### config.mk
export PLATFORM = sky130hd
export DESIGN_NAME = pipe_hazard_ctrl
export DESIGN_NICKNAME = d
export VERILOG_FILES = /design/src/rtl/pipe_hazard_ctrl.sv
export SDC_FILE = /design/constraint.sdc
export NUM_CORES = 1
export LEC_CHECK = 0
export BUFFER_PORTS_ARGS = -buffer_cell sky130_fd_sc_hd__buf_4
export CAP_MARGIN = 25
export CORE_MARGIN = 2
export CORE_UTILIZATION = 45
export CTS_CLUSTER_SIZE = 30
export DETAILED_ROUTE_END_ITERATION = 8
export PLACE_DENSITY = 0.81
export RECOVER_POWER = 50
export SLEW_MARGIN = 20
export SYNTH_ARGS = -nofsm -noshare
export SYNTH_HDL_FRONTEND = slang
export SYNTH_SLANG_ARGS = --single-unit
### constraint.sdc
create_clock -name clk -period 4.5 [get_ports clk]
set_clock_uncertainty 0.2 [all_clocks]
set_input_delay 0.225 -clock clk [delete_from_list [all_inputs] [get_ports clk]]
set_output_delay 0.225 -clock clk [all_outputs]
set_load 0.005 [all_outputs]
### src/rtl/pipe_hazard_ctrl.sv
// pipe_hazard_ctrl: hazard, forwarding and stall control for the 5-stage MIPS pipeline.
// It computes the rs/rt forwarding selects and the store-data forward. It also
// inserts load-use bubbles, flushes ID after taken jumps/branches and freezes the
// pipe on ROM/RAM waits. A jump seen during a freeze is deferred to the resume cycle.
// stall_cycles counts every cycle that carries a stall, freeze or flush.
// Optional feature macro: HAZARD_DEBUG_STEP_EN adds single-step debug control
// through the debug_en and debug_step inputs.
module pipe_hazard_ctrl #(
  parameter int REG_AW      = 5,
  parameter int FLUSH_DEPTH = 1,
  parameter int CNT_W       = 32
) (
  input  logic              clk,
  input  logic              rst,
  input  logic [REG_AW-1:0] id_rs_addr,
  input  logic [REG_AW-1:0] id_rt_addr,
  input  logic              id_rs_used,
  input  logic              id_rt_used,
  input  logic              id_is_store,
  input  logic [REG_AW-1:0] exe_waddr,
  input  logic              exe_wen,
  input  logic              exe_is_load,
  input  logic [REG_AW-1:0] mem_waddr,
  input  logic              mem_wen,
  input  logic              mem_is_load,
  input  logic              jump_en,
  input  logic              rom_stall,
  input  logic              ram_stall,
`ifdef HAZARD_DEBUG_STEP_EN
  input  logic              debug_en,
  input  logic              debug_step,
`endif
  output logic [1:0]        fwd_a_ctrl,
  output logic [1:0]        fwd_b_ctrl,
  output logic              fwd_m,
  output logic              if_en,
  output logic              id_en,
  output logic              exe_en,
  output logic              mem_en,
  output logic              wb_en,
  output logic              if_rst,
  output logic              id_rst,
  output logic              exe_rst,
  output logic              mem_rst,
  output logic              wb_rst,
  output logic [CNT_W-1:0]  stall_cycles
);

  localparam int FCW = $clog2(FLUSH_DEPTH + 1);
  localparam logic [FCW-1:0] FLUSH_RELOAD = FCW'(FLUSH_DEPTH - 1);
  localparam logic [REG_AW-1:0] REG_ZERO = {REG_AW{1'b0}};

  typedef enum logic [1:0] {
    ST_RUN   = 2'b00,
    ST_FLUSH = 2'b01,
    ST_MWAIT = 2'b10
  } state_t;

  state_t           state_r;
  state_t           nxt_state_s;
  logic [FCW-1:0]   flush_cnt_r;
  logic [FCW-1:0]   nxt_cnt_s;
  logic             pend_jump_r;
  logic             nxt_pend_s;
  logic             adv_s;
  logic             load_hz_s;
  logic             stall_event_s;
  logic             start_flush_s;
  logic             step_flush_s;
  logic             run_eval_s;
  logic [CNT_W-1:0] stall_cnt_r;
`ifdef HAZARD_DEBUG_STEP_EN
  logic             step_prev_r;
`endif

  // Select the forwarding source for one ID operand. A non-load EXE result wins over MEM.
  function automatic logic [1:0] fwd_sel(input logic used, input logic [REG_AW-1:0] src,
                                         input logic [REG_AW-1:0] e_addr, input logic e_wen,
                                         input logic e_load, input logic [REG_AW-1:0] m_addr,
                                         input logic m_wen, input logic m_load);
    logic [1:0] sel;
    if (used && (src != REG_ZERO)) begin
      if ((src == e_addr) && e_wen && !e_load) begin
        sel = 2'b01;
      end else if ((src == m_addr) && m_wen) begin
        sel = m_load ? 2'b11 : 2'b10;
      end else begin
        sel = 2'b00;
      end
    end else begin
      sel = 2'b00;
    end
    return sel;
  endfunction

  // Detect load-use hazards. Store data behind a load is forwarded later and does not stall.
  always_comb begin
    load_hz_s = exe_is_load && exe_wen && (exe_waddr != REG_ZERO) &&
                ((id_rs_used && (id_rs_addr == exe_waddr)) ||
                 (id_rt_used && (id_rt_addr == exe_waddr) && !id_is_store));
  end

  // Hazard FSM next-state logic, stage enables/clears and forwarding outputs.
  always_comb begin
    if_en         = 1'b1;
    id_en         = 1'b1;
    exe_en        = 1'b1;
    mem_en        = 1'b1;
    wb_en         = 1'b1;
    if_rst        = 1'b0;
    id_rst        = 1'b0;
    exe_rst       = 1'b0;
    mem_rst       = 1'b0;
    wb_rst        = 1'b0;
    fwd_a_ctrl    = fwd_sel(id_rs_used, id_rs_addr, exe_waddr, exe_wen, exe_is_load,
                            mem_waddr, mem_wen, mem_is_load);
    fwd_b_ctrl    = fwd_sel(id_rt_used, id_rt_addr, exe_waddr, exe_wen, exe_is_load,
                            mem_waddr, mem_wen, mem_is_load);
    fwd_m         = id_is_store && id_rt_used && exe_is_load && exe_wen &&
                    (exe_waddr == id_rt_addr) && (id_rt_addr != REG_ZERO);
    nxt_state_s   = state_r;
    nxt_cnt_s     = flush_cnt_r;
    nxt_pend_s    = pend_jump_r;
    adv_s         = 1'b1;
    start_flush_s = 1'b0;
    step_flush_s  = 1'b0;
    run_eval_s    = 1'b0;

    if (rst) begin
      if_rst     = 1'b1;
      id_rst     = 1'b1;
      exe_rst    = 1'b1;
      mem_rst    = 1'b1;
      wb_rst     = 1'b1;
      fwd_a_ctrl = 2'b00;
      fwd_b_ctrl = 2'b00;
      fwd_m      = 1'b0;
`ifdef HAZARD_DEBUG_STEP_EN
    end else if (debug_en && !(debug_step && !step_prev_r)) begin
      // Debug hold: the pipe and all internal counters stay frozen.
      if_en  = 1'b0;
      id_en  = 1'b0;
      exe_en = 1'b0;
      mem_en = 1'b0;
      wb_en  = 1'b0;
      adv_s  = 1'b0;
`endif
    end else if (rom_stall || ram_stall) begin
      if_en       = 1'b0;
      id_en       = 1'b0;
      exe_en      = 1'b0;
      mem_en      = 1'b0;
      wb_en       = 1'b0;
      nxt_state_s = ST_MWAIT;
      if (jump_en) begin
        nxt_pend_s = 1'b1;
      end else begin
        nxt_pend_s = pend_jump_r;
      end
    end else begin
      // Resume from a freeze: a deferred jump restarts the flush. A flush cut short
      // by the freeze continues, and otherwise the cycle is evaluated like RUN.
      case (state_r)
        ST_RUN: begin
          run_eval_s = 1'b1;
        end
        ST_FLUSH: begin
          step_flush_s = 1'b1;
        end
        ST_MWAIT: begin
          if (pend_jump_r) begin
            start_flush_s = 1'b1;
          end else if (flush_cnt_r != {FCW{1'b0}}) begin
            step_flush_s = 1'b1;
          end else begin
            run_eval_s = 1'b1;
          end
        end
        default: begin
          nxt_state_s = ST_RUN;
          nxt_cnt_s   = {FCW{1'b0}};
        end
      endcase

      if (run_eval_s && load_hz_s) begin
        if_en       = 1'b0;
        id_en       = 1'b0;
        exe_rst     = 1'b1;
        nxt_state_s = ST_RUN;
      end else if ((run_eval_s && jump_en) || start_flush_s) begin
        id_rst     = 1'b1;
        nxt_pend_s = 1'b0;
        nxt_cnt_s  = FLUSH_RELOAD;
        if (FLUSH_RELOAD != {FCW{1'b0}}) begin
          nxt_state_s = ST_FLUSH;
        end else begin
          nxt_state_s = ST_RUN;
        end
      end else if (step_flush_s) begin
        id_rst = 1'b1;
        if (flush_cnt_r > FCW'(1)) begin
          nxt_cnt_s   = flush_cnt_r - FCW'(1);
          nxt_state_s = ST_FLUSH;
        end else begin
          nxt_cnt_s   = {FCW{1'b0}};
          nxt_state_s = ST_RUN;
        end
      end else if (run_eval_s) begin
        nxt_state_s = ST_RUN;
      end else begin
        nxt_state_s = ST_RUN;
        nxt_cnt_s   = {FCW{1'b0}};
      end
    end

    stall_event_s = !(if_en && id_en && exe_en && mem_en && wb_en) || id_rst || exe_rst;
  end

  // Register the FSM state, the flush counter, the deferred jump and the stall counter.
  always_ff @(posedge clk) begin
    if (rst) begin
      state_r     <= ST_RUN;
      flush_cnt_r <= {FCW{1'b0}};
      pend_jump_r <= 1'b0;
      stall_cnt_r <= {CNT_W{1'b0}};
`ifdef HAZARD_DEBUG_STEP_EN
      step_prev_r <= 1'b0;
`endif
    end else begin
`ifdef HAZARD_DEBUG_STEP_EN
      step_prev_r <= debug_step;
`endif
      if (adv_s) begin
        state_r     <= nxt_state_s;
        flush_cnt_r <= nxt_cnt_s;
        pend_jump_r <= nxt_pend_s;
        if (stall_event_s && (stall_cnt_r != {CNT_W{1'b1}})) begin
          stall_cnt_r <= stall_cnt_r + {{(CNT_W-1){1'b0}}, 1'b1};
        end
      end
    end
  end

  assign stall_cycles = stall_cnt_r;

endmodule

Yosys cells after proc, flatten, opt, wreduce, memory -nomap -nowiden
Index checks and enable logic that the tools add are counted.

word-level totals
  bits in registers = 36
  input bits = 32
  output and inout port bits = 47
  word-level logic and storage cells = 113

cells by class
  $add $sub $neg = 2
  $lt $le $gt $ge = 1
  equality and inequality tests = 10
  multiplexer cells = 53
  bitwise operators = 1
  reductions and logical operators = 41

operator list
  kind                   number
  $mux 1                 39
  $add 32x1->32 const B  1
  $ne 32x32->1 const B   1
  $eq 5x5->1             5
  $logic_and 1x1->1      25
  $mux 2                 12
  $reduce_bool 5->1      3
  $logic_or 1x1->1       5
  $reduce_or 5->1        1
  $ne 2x2->1 const B     2
  $pmux 1 s2             2
  $logic_not 1->1        3
  $reduce_and 3->1       1
  $reduce_or 3->1        1
  $eq 2x1->1 const B     1
  $eq 2x2->1 const B     1
  $logic_not 2->1        1
  $reduce_bool 2->1      1
  $gt 1x1->1 const B     1
  $not 1->1              1
  $sub 1x1->1 const B    1

Logic depth before layout (Yosys ltp)
Gate-level depths: netlist of the first run.

  depth after elaboration = 16
  depth in mapped cells = 9

Least setup slack after synthesis of the first run
OpenSTA, ideal clock, no wires.

  path kind = register to register
  start point = reg stall_cnt_r[12], in the netlist stall_cycles[12]
  end point = reg stall_cnt_r[26], in the netlist stall_cycles[26]
  setup time = 0.121 ns
  data arrival time = 1.917 ns
  slack = 2.262 ns
  cell stages (with the launch flop) = 8
  path buffers = 0
  clock period less this slack = 2.238 ns
  path through = dfxtp_1 -> and4_4 -> nand4_4 -> or3_4 -> nand2b_4 -> a21oi_2 -> nand3_1 -> mux2_4

between the ends
  word-level cells in the longest chain between the ends = 2
  elaborated cells between the ends (all ways) = 3
  classes of those cells = 1 x add/sub; 1 x eq/ne; 1 x reduce/logical

RTL lines
  item                                                                   line  text
  start: declaration                                                     71    logic [CNT_W-1:0] stall_cnt_r;
  start signal: assignment                                               225   stall_cnt_r <= {CNT_W{1'b0}};
  start signal: assignment                                               238   stall_cnt_r <= stall_cnt_r + {{(CNT_W-1){1'b0}}, 1'b1};
  parallel branches: the longest is 2 deep, another holds $add 32x1->32  -

Several ways; the timed one is not identified.
A chain may end at the register's enable or synchronous reset.

Final worst setup path of the first run
  start point = in rst
  end point = reg stall_cnt_r[25], in the netlist stall_cycles[25]

between the ends
  word-level cells in the longest chain between the ends = 8
  elaborated cells between the ends (all ways) = 11
  classes of those cells = 4 x mux; 7 x reduce/logical

RTL lines
  item                            line  text
  start: declaration              14    input logic rst,
  $mux 1                          129   if (rst) begin
  $logic_and 1x1->1 (3 in a row)  216   stall_event_s = !(if_en && id_en && exe_en && mem_en && wb_en) || id_rst || exe_rst;
  $logic_not 1->1                 216
  $logic_or 1x1->1 (2 in a row)   216
  $logic_and 1x1->1               237   if (stall_event_s && (stall_cnt_r != {CNT_W{1'b1}})) begin

Several ways; a longest one is shown, not always the timed one.

==> results of run 1 <==
## per-stage QoR
stage	std cells	util, %	hold slack [ns]
floorplan	275	-	0.1895
global placement	404	58.42	0.2514
detailed placement	404	58.42	0.2697
CTS	410	59.92	0.02542
global route	410	59.77	0.06436
finish	410	59.77	0.02437
## final cells by class
class / count / area, um^2 / share of cell area [%]
clock buffers: 6 / 72.57 / 2.521
inverters: 4 / 15.01 / 0.5215
multi-input cells: 220 / 1429 / 49.63
flip-flops and latches: 35 / 700.7 / 24.34
well taps: 67 / 83.83 / 2.912
repair buffers: 78 / 578.1 / 20.08
## cells in the final DEF, fill, tap and decap left out, types with 3 or more instances in the layout
cell / netlist / final
nor2_1: 27 / 27
xnor2_1: 19 / 19
and4_1: 3 / 3
or3_1: 11 / 11
a211oi_1: 4 / 4
clkbuf_4: 0 / 37
nand4_1: 6 / 6
a31o_2: 3 / 3
and3_1: 4 / 4
clkbuf_8: 2 / 5
o21ai_0: 5 / 5
nand2_1: 17 / 17
dfxtp_1: 35 / 35
nand2b_1: 3 / 3
nor2b_1: 3 / 3
clkbuf_1: 3 / 3
or4_1: 9 / 9
xor2_1: 9 / 9
buf_4: 6 / 39
nand3_1: 18 / 18
a21oi_1: 25 / 25
inv_1: 4 / 4
o21ai_1: 11 / 11
nor3b_1: 3 / 3
o31ai_1: 7 / 7
## flip-flops by register name, indices dropped and copies added, names as in the netlist
register      count
state_r           1
flush_cnt_r       1
pend_jump_r       1
stall_cycles     32
## worst max-delay path, cell delays in order
cell and delay (ns):
clkbuf_1 1.39, nor3b_2 0.40, a21o_2 0.55, or4_1 0.53, a21oi_1 0.17
## kinds of logic after synthesis
group                    after synthesis  synth area share, %
multiplexers                           3                1.750
flip-flops                            35                30.62
AND/OR/NAND/NOR                      125                32.20
XOR/XNOR                              28                10.72
AO/OA/AOI/OAI                         63                17.22
adder cells (fa/ha/maj)                1               0.5467
buffers and inverters                 20                6.943
## layer usage
layer | vias up | track usage [%]
met2 | 74 | 33.82
met5 | - | 0
met3 | 6 | 4.894
li1 | 1131 | -
met4 | 0 | 5.458
met1 | 1042 | 26.00
## report_power, final
group          internal (uW)  total, uW  switching, uW  leakage (uW)
clock network            103        210            107     0.0000371
registers                314        319           5.36      0.000283
logic                   47.7       91.3           43.6      0.000774
total                    465        620            156       0.00109
## final timing paths
check                         from                to  slack (ns)  depth (start not counted)
setup / recovery               rst  stall_cycles[25]        1.21                          5
hold / removal           rom_stall        state_r[1]        0.02                          3
setup reg to reg  stall_cycles[12]   stall_cycles[1]        1.84                          7
hold reg to reg        flush_cnt_r       flush_cnt_r        0.27                          1
==> summary.md, run 1 <==
| Metric | Value |
|---|---|
| Status | `finished with violations` |
| Failing checks | `max-capacitance violations, max-slew violations` |
| Fill cells | `457` |
| Top-count cell post-synth | `dfxtp_1` |
| Post-synth top cells | `35 x dfxtp_1, 27 x nor2_1, 25 x a21oi_1, 19 x xnor2_1, 18 x nand3_1` |
| Vias in the first global route | `2,076` |
| Top post-synthesis cells by area | `dfxtp_1 31%, xnor2_1 7.3%, a21oi_1 5.5%` |
| Mean Syn Cell Area | `8.322 um^2` |
| Kind of critical path | `in -> reg` |
| Tmin final | `about 3.3 ns` |
| Final setup viols | `0` |
| Fmax | `303.9 MHz` |
| CP arrival | `about 3.3 ns` |
| Met3 Wirelength | `414 um` |
| Critical Path RT | `4.49 ns` |
| Post-DP Area | `approximately 2800 um^2` |
| Number of max-cap violations | `1` |
| Cells after Synth | `275` |
| Synth cell types | `slightly above 50` |
| Nets | `377` |
| Post-DR wirelength/cell | `14.09 um` |
| Worst-path clk slew | `0.07 ns` |
| Dpl ws | `1.904 ns` |
| Number of port buffers | `78` |
| # diodes | `0` |
| Number of flops mapped to enable cells by yosys | `0` |
| Sequential fraction of the synthesis area | `30.62%` |
| Synthesized flop and latch total | `35` |
| Post-synth ARST share | `0%` |
| CTS resizes | `0` |
| Initial core utilization | `47.51%` |
| Warnings, synthesis | `0` |
| DRT met1 WL | `between 2000 and 3000 um` |
| Initial antenna violation count | `0` |
| Die width | `75.31 um` |
| CP Capture Type | `register` |
| Core Box Area | `4817 um^2` |
| Die height | `75.31 um` |
| Clk sinks | `35` |
| Syn Std Cell Area | `2288 um^2` |
| I/O pins | `79` |
| Hold Violations, Final | `0` |
| DR iter-0 viols | `106` |
| DIE AREA | `approximately 5700 um^2` |
| Worst skew pair latency | `approximately 0.28 ns` |
| CTS buffer count | `5` |
| Routability Congestion | `roughly 0.77` |
| Root Buffer | `clkbuf_8` |
| Design Power | `about 620 uW` |
| Post-synth top area share | `between 30% and 40%` |
| Setup TNS | `0 ns` |
| Main synth FF type | `dfxtp_1` |
| Layout cell share with drive strength beyond 1 | `30.61%` |
| PwrDens | `215.5 nW/um^2` |
| Post-CTS Setup Inserts | `0` |
| Synth area leader | `dfxtp_1` |
| Vias per inst | `5.495` |
| Crit-path max FO | `48` |
| CTS H-tree lvls | `2` |
| CTS tree | `built` |
| Via count | `~2,300` |
| Area Growth Syn to Fin | `25.81%` |
| Setup WS post-layout | `1.210 ns` |
| Routed WL | `5778 um` |
| Startpoint Class | `primary input` |
| Leak | `0.001094 uW` |
| DP Wirelength | `4277 um` |
| RSZ-0062 raised after global routing | `false` |
| Cell Rows | `25` |
| Final period util | `between 70% and 80%` |
| Remaining DRCs | `0` |
| Pins over their slew limit | `49` |
| Metal2 WL | `2700 um` |
| Largest net degree at the start of global routing | `49` |
| Global-route usage over all layers | `20.17%` |
| Actual slew at the worst max-slew pin | `between 1.5 and 2 ns` |
| Max VDD drop | `0.1406 mV` |
| Initial DRT Pass Iterations | `4` |
| Syn nets | `308` |
| Worst relative slew slack | `-32.02%` |
| First-pass GRT wire length | `8963 um` |
| Type of the worst min-delay path | `in -> reg` |
| Total grt overflow | `0` |
| Hold-fix buffer count after cts | `0` |
| Antenna-violating nets left | `0` |
| Clk buf depth | `2` |
| Final instance area | `2879 um^2` |
| Top sig layer | `met4` |
Note: power is estimated with default switching activity, not from simulation.
==> inputs of run 2 (changes only) <==
Settings changed: PLACE_DENSITY 0.81 to 0.84.
Clock period 4.5 ns to 3 ns, I/O delays scaled along.
==> run 2 against run 1 <==
The run now ends clean. Largest power group unchanged. Critical path type unchanged. Setup slack worse by 0.73 ns. Cell count is 1.7% higher. Design area is 2.9% higher. Sequential share of layout area is 0.69 points lower. Via count is 1.3% higher. Count of clock-buffer cells in the layout stayed put. Sequential cell count stayed put.
==> summary.md, run 2 (synthesis gave the netlist of run 1 again) <==
| Metric | Value |
|---|---|
| Area Growth Syn to Fin | `29.47%` |
| I/O pins | `79` |
| Vias in the first global route | `about 2,100` |
| Worst-path clk slew | `0.07 ns` |
| Initial antenna violation count | `0` |
| Startpoint Class | `primary input` |
| Fmax | `roughly 400 MHz` |
| CTS resizes | `0` |
| Pins over their slew limit | `0` |
| Max VDD drop | `0.2630 mV` |
| Cell Rows | `25` |
| Multi-input logic area | `about 1400 um^2` |
| Final instance area | `approximately 3000 um^2` |
| CTS H-tree lvls | `2` |
| CP arrival | `2.47 ns` |
| Worst relative slew slack | `53.63%` |
| CTS tree | `built` |
| Post-DR wirelength/cell | `roughly 14 um` |
| Total grt overflow | `0` |
| Status | `finished clean` |
| Post-DP Area | `2849 um^2` |
| Max reg flops | `32` |
| Final setup viols | `0` |
| PwrDens | `325.2 nW/um^2` |
| CP Capture Type | `register` |
| Core Box Area | `4817 um^2` |
| Routed WL | `5717 um` |
| Clk sinks | `35` |
| Clk buf depth | `2` |
| Via count | `2,283` |
| Post-CTS Setup Inserts | `0` |
| DP Wirelength | `~4300 um` |
| Fill cells | `~450` |
| Worst skew pair latency | `0.28 ns` |
| Number of max-cap violations | `0` |
| Antenna-violating nets left | `0` |
| Largest net degree at the start of global routing | `a little under 50` |
| Most common cell after layout, fill and taps aside | `buf_4` |
| Setup TNS | `0 ns` |
| Tmin final | `2.517 ns` |
| Root Buffer | `clkbuf_8` |
| RSZ-0062 raised after global routing | `false` |
| DIE AREA | `5672 um^2` |
| Type of the worst min-delay path | `in -> reg` |
| Vias per inst | `5.475` |
| Most frequent cells in the layout | `41 x buf_4, 38 x clkbuf_4, 35 x dfxtp_1` |
| Routability Congestion | `0.8779` |
| Crit-path max FO | `22` |
| Initial DRT Pass Iterations | `4` |
| First-pass GRT wire length | `9059 um` |
| Nets | `383` |
| Final period util | `83.91%` |
| Actual slew at the worst max-slew pin | `slightly below 0.7 ns` |
| Remaining DRCs | `0` |
| Critical Path RT | `2.95 ns` |
| Die height | `around 75 um` |
| Hold slack | `0.09616 ns` |
| Die width | `75.31 um` |
| Number of port buffers | `78` |
| Layout cell share with drive strength beyond 1 | `31.71%` |
| Design Power | `963.6 uW` |
| CTS buffer count | `5` |
| DR iter-0 viols | `151` |
| Kind of critical path | `in -> reg` |
| Hold-fix buffer count after cts | `3` |
| # diodes | `0` |
| Initial core utilization | `47.51%` |
| Hold Violations, Final | `0` |
| FF+latch area | `700.7 um^2` |
| Global-route usage over all layers | `20.59%` |
| Leak | `0.001137 uW` |
run 2: layout make-up:
class / count / area share (%)
Clock inverter: 1 / 0.1689
Inverter: 4 / 0.5068
Sequential cell: 35 / 23.65
Multi-Input combinational cell: 220 / 48.23
Clock buffer: 6 / 2.787
Tap cell: 67 / 2.829
Timing Repair Buffer: 84 / 21.83
run 2: worst max-delay path, stage by stage:
cell and delay, ns:
dlygate4sd3_1 0.53, clkbuf_4 0.13, or2_2 0.30, nor3b_2 0.55
a21o_2 0.43, buf_12 0.19, or3_1 0.11, a21oi_1 0.06
run 2: per-stage QoR:
stage	instances	worst slack, ns	util, %
after floorplan	275	0.7620	-
after global placement	407	0.5733	59.14
after detailed placement	407	0.5164	59.14
after CTS	417	0.4672	61.58
after global routing	417	0.3472	61.51
final	417	0.4827	61.51
run 2: path summary, 6_finish.rpt:
kind                                  startpoint  cells after the start                to  slack (ns)
worst max-delay path                   rom_stall                      8   stall_cycles[9]        0.48
worst min-delay path                         rst                      2  stall_cycles[16]         0.1
worst max register to register  stall_cycles[12]                      8   stall_cycles[9]        0.56
worst min register to register       pend_jump_r                      2       pend_jump_r        0.27
run 2: routing by layer:
layer	share of wire, %	vias to the layer above	track usage, %
met5	0	-	0
met4	1.1	0	7.602
met3	6.9	7	4.233
met2	48	69	35.56
met1	44	1056	25.33
li1	-	1151	-
run 2: power breakdown:
group | switching [uW] | internal [uW] | leakage, uW
Clock | 163 | 180 | 0.0000470
Combinational | 66.6 | 75.0 | 0.000806
Sequential | 8.31 | 471 | 0.000283
Total | 238 | 726 | 0.00114
==> inputs of run 3 (changes only) <==
Clock period 3 ns to 2.3 ns, I/O delays scaled along.
==> run 3 against run 2 <==
Cell count grew 7.0%. Combinational power grew 40%. Highest routed layer unchanged. Design area grew 6.0%. Critical path type is now reg -> reg. Sequential cell count is the same. Sequential share of layout area shrank 1.3 points. Via count grew 6.0%.
==> summary.md, run 3 (synthesis gave the netlist of run 1 again) <==
| Metric | Value |
|---|---|
| Critical Path RT | `between 2 and 2.5 ns` |
| Critical path's most frequent cell | `o21ai_2` |
| CP Capture Type | `register` |
| Layout Cells excl Fill | `446` |
| Initial DRT Pass Iterations | `4` |
| Final period util | `96.17%` |
| Max reg flops | `32` |
| Die height | `~75 um` |
| CP arrival | `2.24 ns` |
| Layout cell share with drive strength beyond 1 | `32.72%` |
| Kind of critical path | `reg -> reg` |
| CP delay by family, top | `buffers and inverters` |
| Area Growth Syn to Fin | `37.29%` |
| Crit-path max FO | `10` |
| Initial core utilization | `47.51%` |
| Share of the core filled with cells | `65.22%` |
| Root Buffer | `clkbuf_8` |
| Final setup viols | `0` |
| Status | `finished clean` |
| Startpoint Class | `register` |
| Routed WL | `about 6200 um` |
| Global-route usage over all layers | `22.20%` |
| I/O pins | `79` |
| Switching Power | `322.2 uW` |
| Nets | `411` |
| Remaining DRCs | `0` |
| Clk sinks | `35` |
| Antenna-violating nets left | `0` |
| Vias per inst | `5.424` |
| Leak | `0.001229 uW` |
| Core Box Area | `4817 um^2` |
| Number of port buffers | `around 80` |
| Most common cell after layout, fill and taps aside | `buf_4` |
| DR iter-0 viols | `146` |
| Fmax | `about 450 MHz` |
| CTS buffer count | `5` |
| Max VDD drop | `0.3487 mV` |
| First-pass GRT wire length | `roughly 9800 um` |
| DIE AREA | `5672 um^2` |
| Fill cells | `431` |
| Routability Congestion | `0.8301` |
| CTS H-tree lvls | `2` |
| Pins over their slew limit | `0` |
| Largest net degree at the start of global routing | `39` |
| Setup TNS | `0 ns` |
| Initial antenna violation count | `0` |
| Cell Rows | `25` |
| DP Wirelength | `4640 um` |
| Multi-input logic area | `1445 um^2` |
| Most frequent cells in the layout | `73 x buf_4, 33 x dfxtp_1, 27 x nor2_1` |
| Hold Violations, Final | `0` |
| Seq pwr share | `around 47%` |
| Tmin final | `approximately 2.2 ns` |
| Number of max-cap violations | `0` |
| PwrDens | `418.0 nW/um^2` |
| Via count | `2,419` |
| Worst relative slew slack | `71.20%` |
| Total grt overflow | `0` |
| CTS tree | `built` |
| Slowest-stage cell, CP | `dlygate4sd3_1` |
| Combinational fraction of design power | `15.2%` |
| Actual slew at the worst max-slew pin | `~0.43 ns` |
| Worst skew pair latency | `0.29 ns` |
| Internal power | `991.1 uW` |
| Clk buf depth | `2` |
| Clock share of power | `between 30 and 40%` |
| Post-DR wirelength/cell | `13.96 um` |
| DP Cell Count | `433` |
| Worst Path Buf+Inv | `2` |
| Type of the worst min-delay path | `in -> reg` |
| Die width | `75.31 um` |
| Crit-path cells | `o21ai_2 > nand3_1 > a21oi_1 > o21ai_2 > buf_4 > nand2_2 > nor2_1 > nor3b_1 > dlygate4sd3_1` |
| Worst-path clk slew | `around 0.070 ns` |
| # diodes | `0` |
| Largest stage delay, worst path | `0.58 ns` |
| Vias in the first global route | `around 2,200` |
| FF+latch area | `703.2 um^2` |
| Sw Ratio | `24.53%` |
run 3: cell count changes in the layout (fill, tap and decap cells not counted), moves of 2 or more:
cell / before / now
clkbuf_1: 1 / 20
dfxtp_1: 35 / 33
nand2_2: 0 / 2
buf_4: 41 / 73
clkbuf_4: 38 / 14
dfxtp_2: 0 / 2
dlygate4sd3_1: 3 / 5
nand2_1: 17 / 15
run 3: path summary, 6_finish.rpt:
path	from	to	slack [ns]	cells past startpoint
setup / recovery	pend_jump_r	flush_cnt_r	0.09	9
hold / removal	ram_stall	pend_jump_r	0.11	4
setup reg to reg	pend_jump_r	flush_cnt_r	0.09	9
hold reg to reg	pend_jump_r	pend_jump_r	0.29	2
run 3: metrics by stage:
step / setup slack, ns / area, um^2 / hold WS (ns) / power, uW
floorplan: 0.06200 / 2288 / 0.07948 / 736.1
global placement: 0.1316 / 3044 / 0.1953 / 822.9
detailed placement: 0.05763 / 3044 / 0.1988 / 829.0
CTS: 0.06103 / 3194 / 0.09623 / 1324
global route: -0.008154 / 3142 / 0.1243 / 1364
finish: 0.08801 / 3142 / 0.1089 / 1313
run 3: worst reg2reg max path: stages, from the launching register on:
cell and delay [ns]:
dfxtp_1 0.34, o21ai_2 0.17, nand3_1 0.09, a21oi_1 0.14, o21ai_2 0.10, buf_4 0.19, nand2_2 0.10, nor2_1 0.05
nor3b_1 0.19, dlygate4sd3_1 0.58
run 3: what timing repair did:
| item | CTS | global route |
|---|---|---|
| hold buffers | 5 | 0 |
| buffers inserted | 0 | 0 |
| hold endpoints to repair | 12 | 0 |
| endpoints found under the setup margin | 0 | 5 |
| gates resized for setup | 0 | 7 |
run 3: area by class of cell:
type                       instances  area share, %
clock buffer                       8          3.186
inverter                           4         0.4779
multi-input combinational        220          46.00
sequential                        35          22.38
tap                               67          2.668
timing repair buffer             112          25.29
run 3: power groups by stage:
stage	logic [uW]	registers, uW	clock network, uW
detailed placement	195	634	0
global placement	190	633	0
CTS	202	620	503
global route	217	621	526
floorplan	99.5	637	0
finish	199	621	493
run 3: layer usage:
| layer | up-vias | part of all wire (%) | global-route usage (%) |
|---|---|---|---|
| li1 | 1203 | - | - |
| met1 | 1120 | 44 | 28.22 |
| met2 | 84 | 48 | 37.58 |
| met3 | 12 | 6.4 | 4.894 |
| met4 | 0 | 1.8 | 7.018 |
| met5 | - | 0 | 0 |
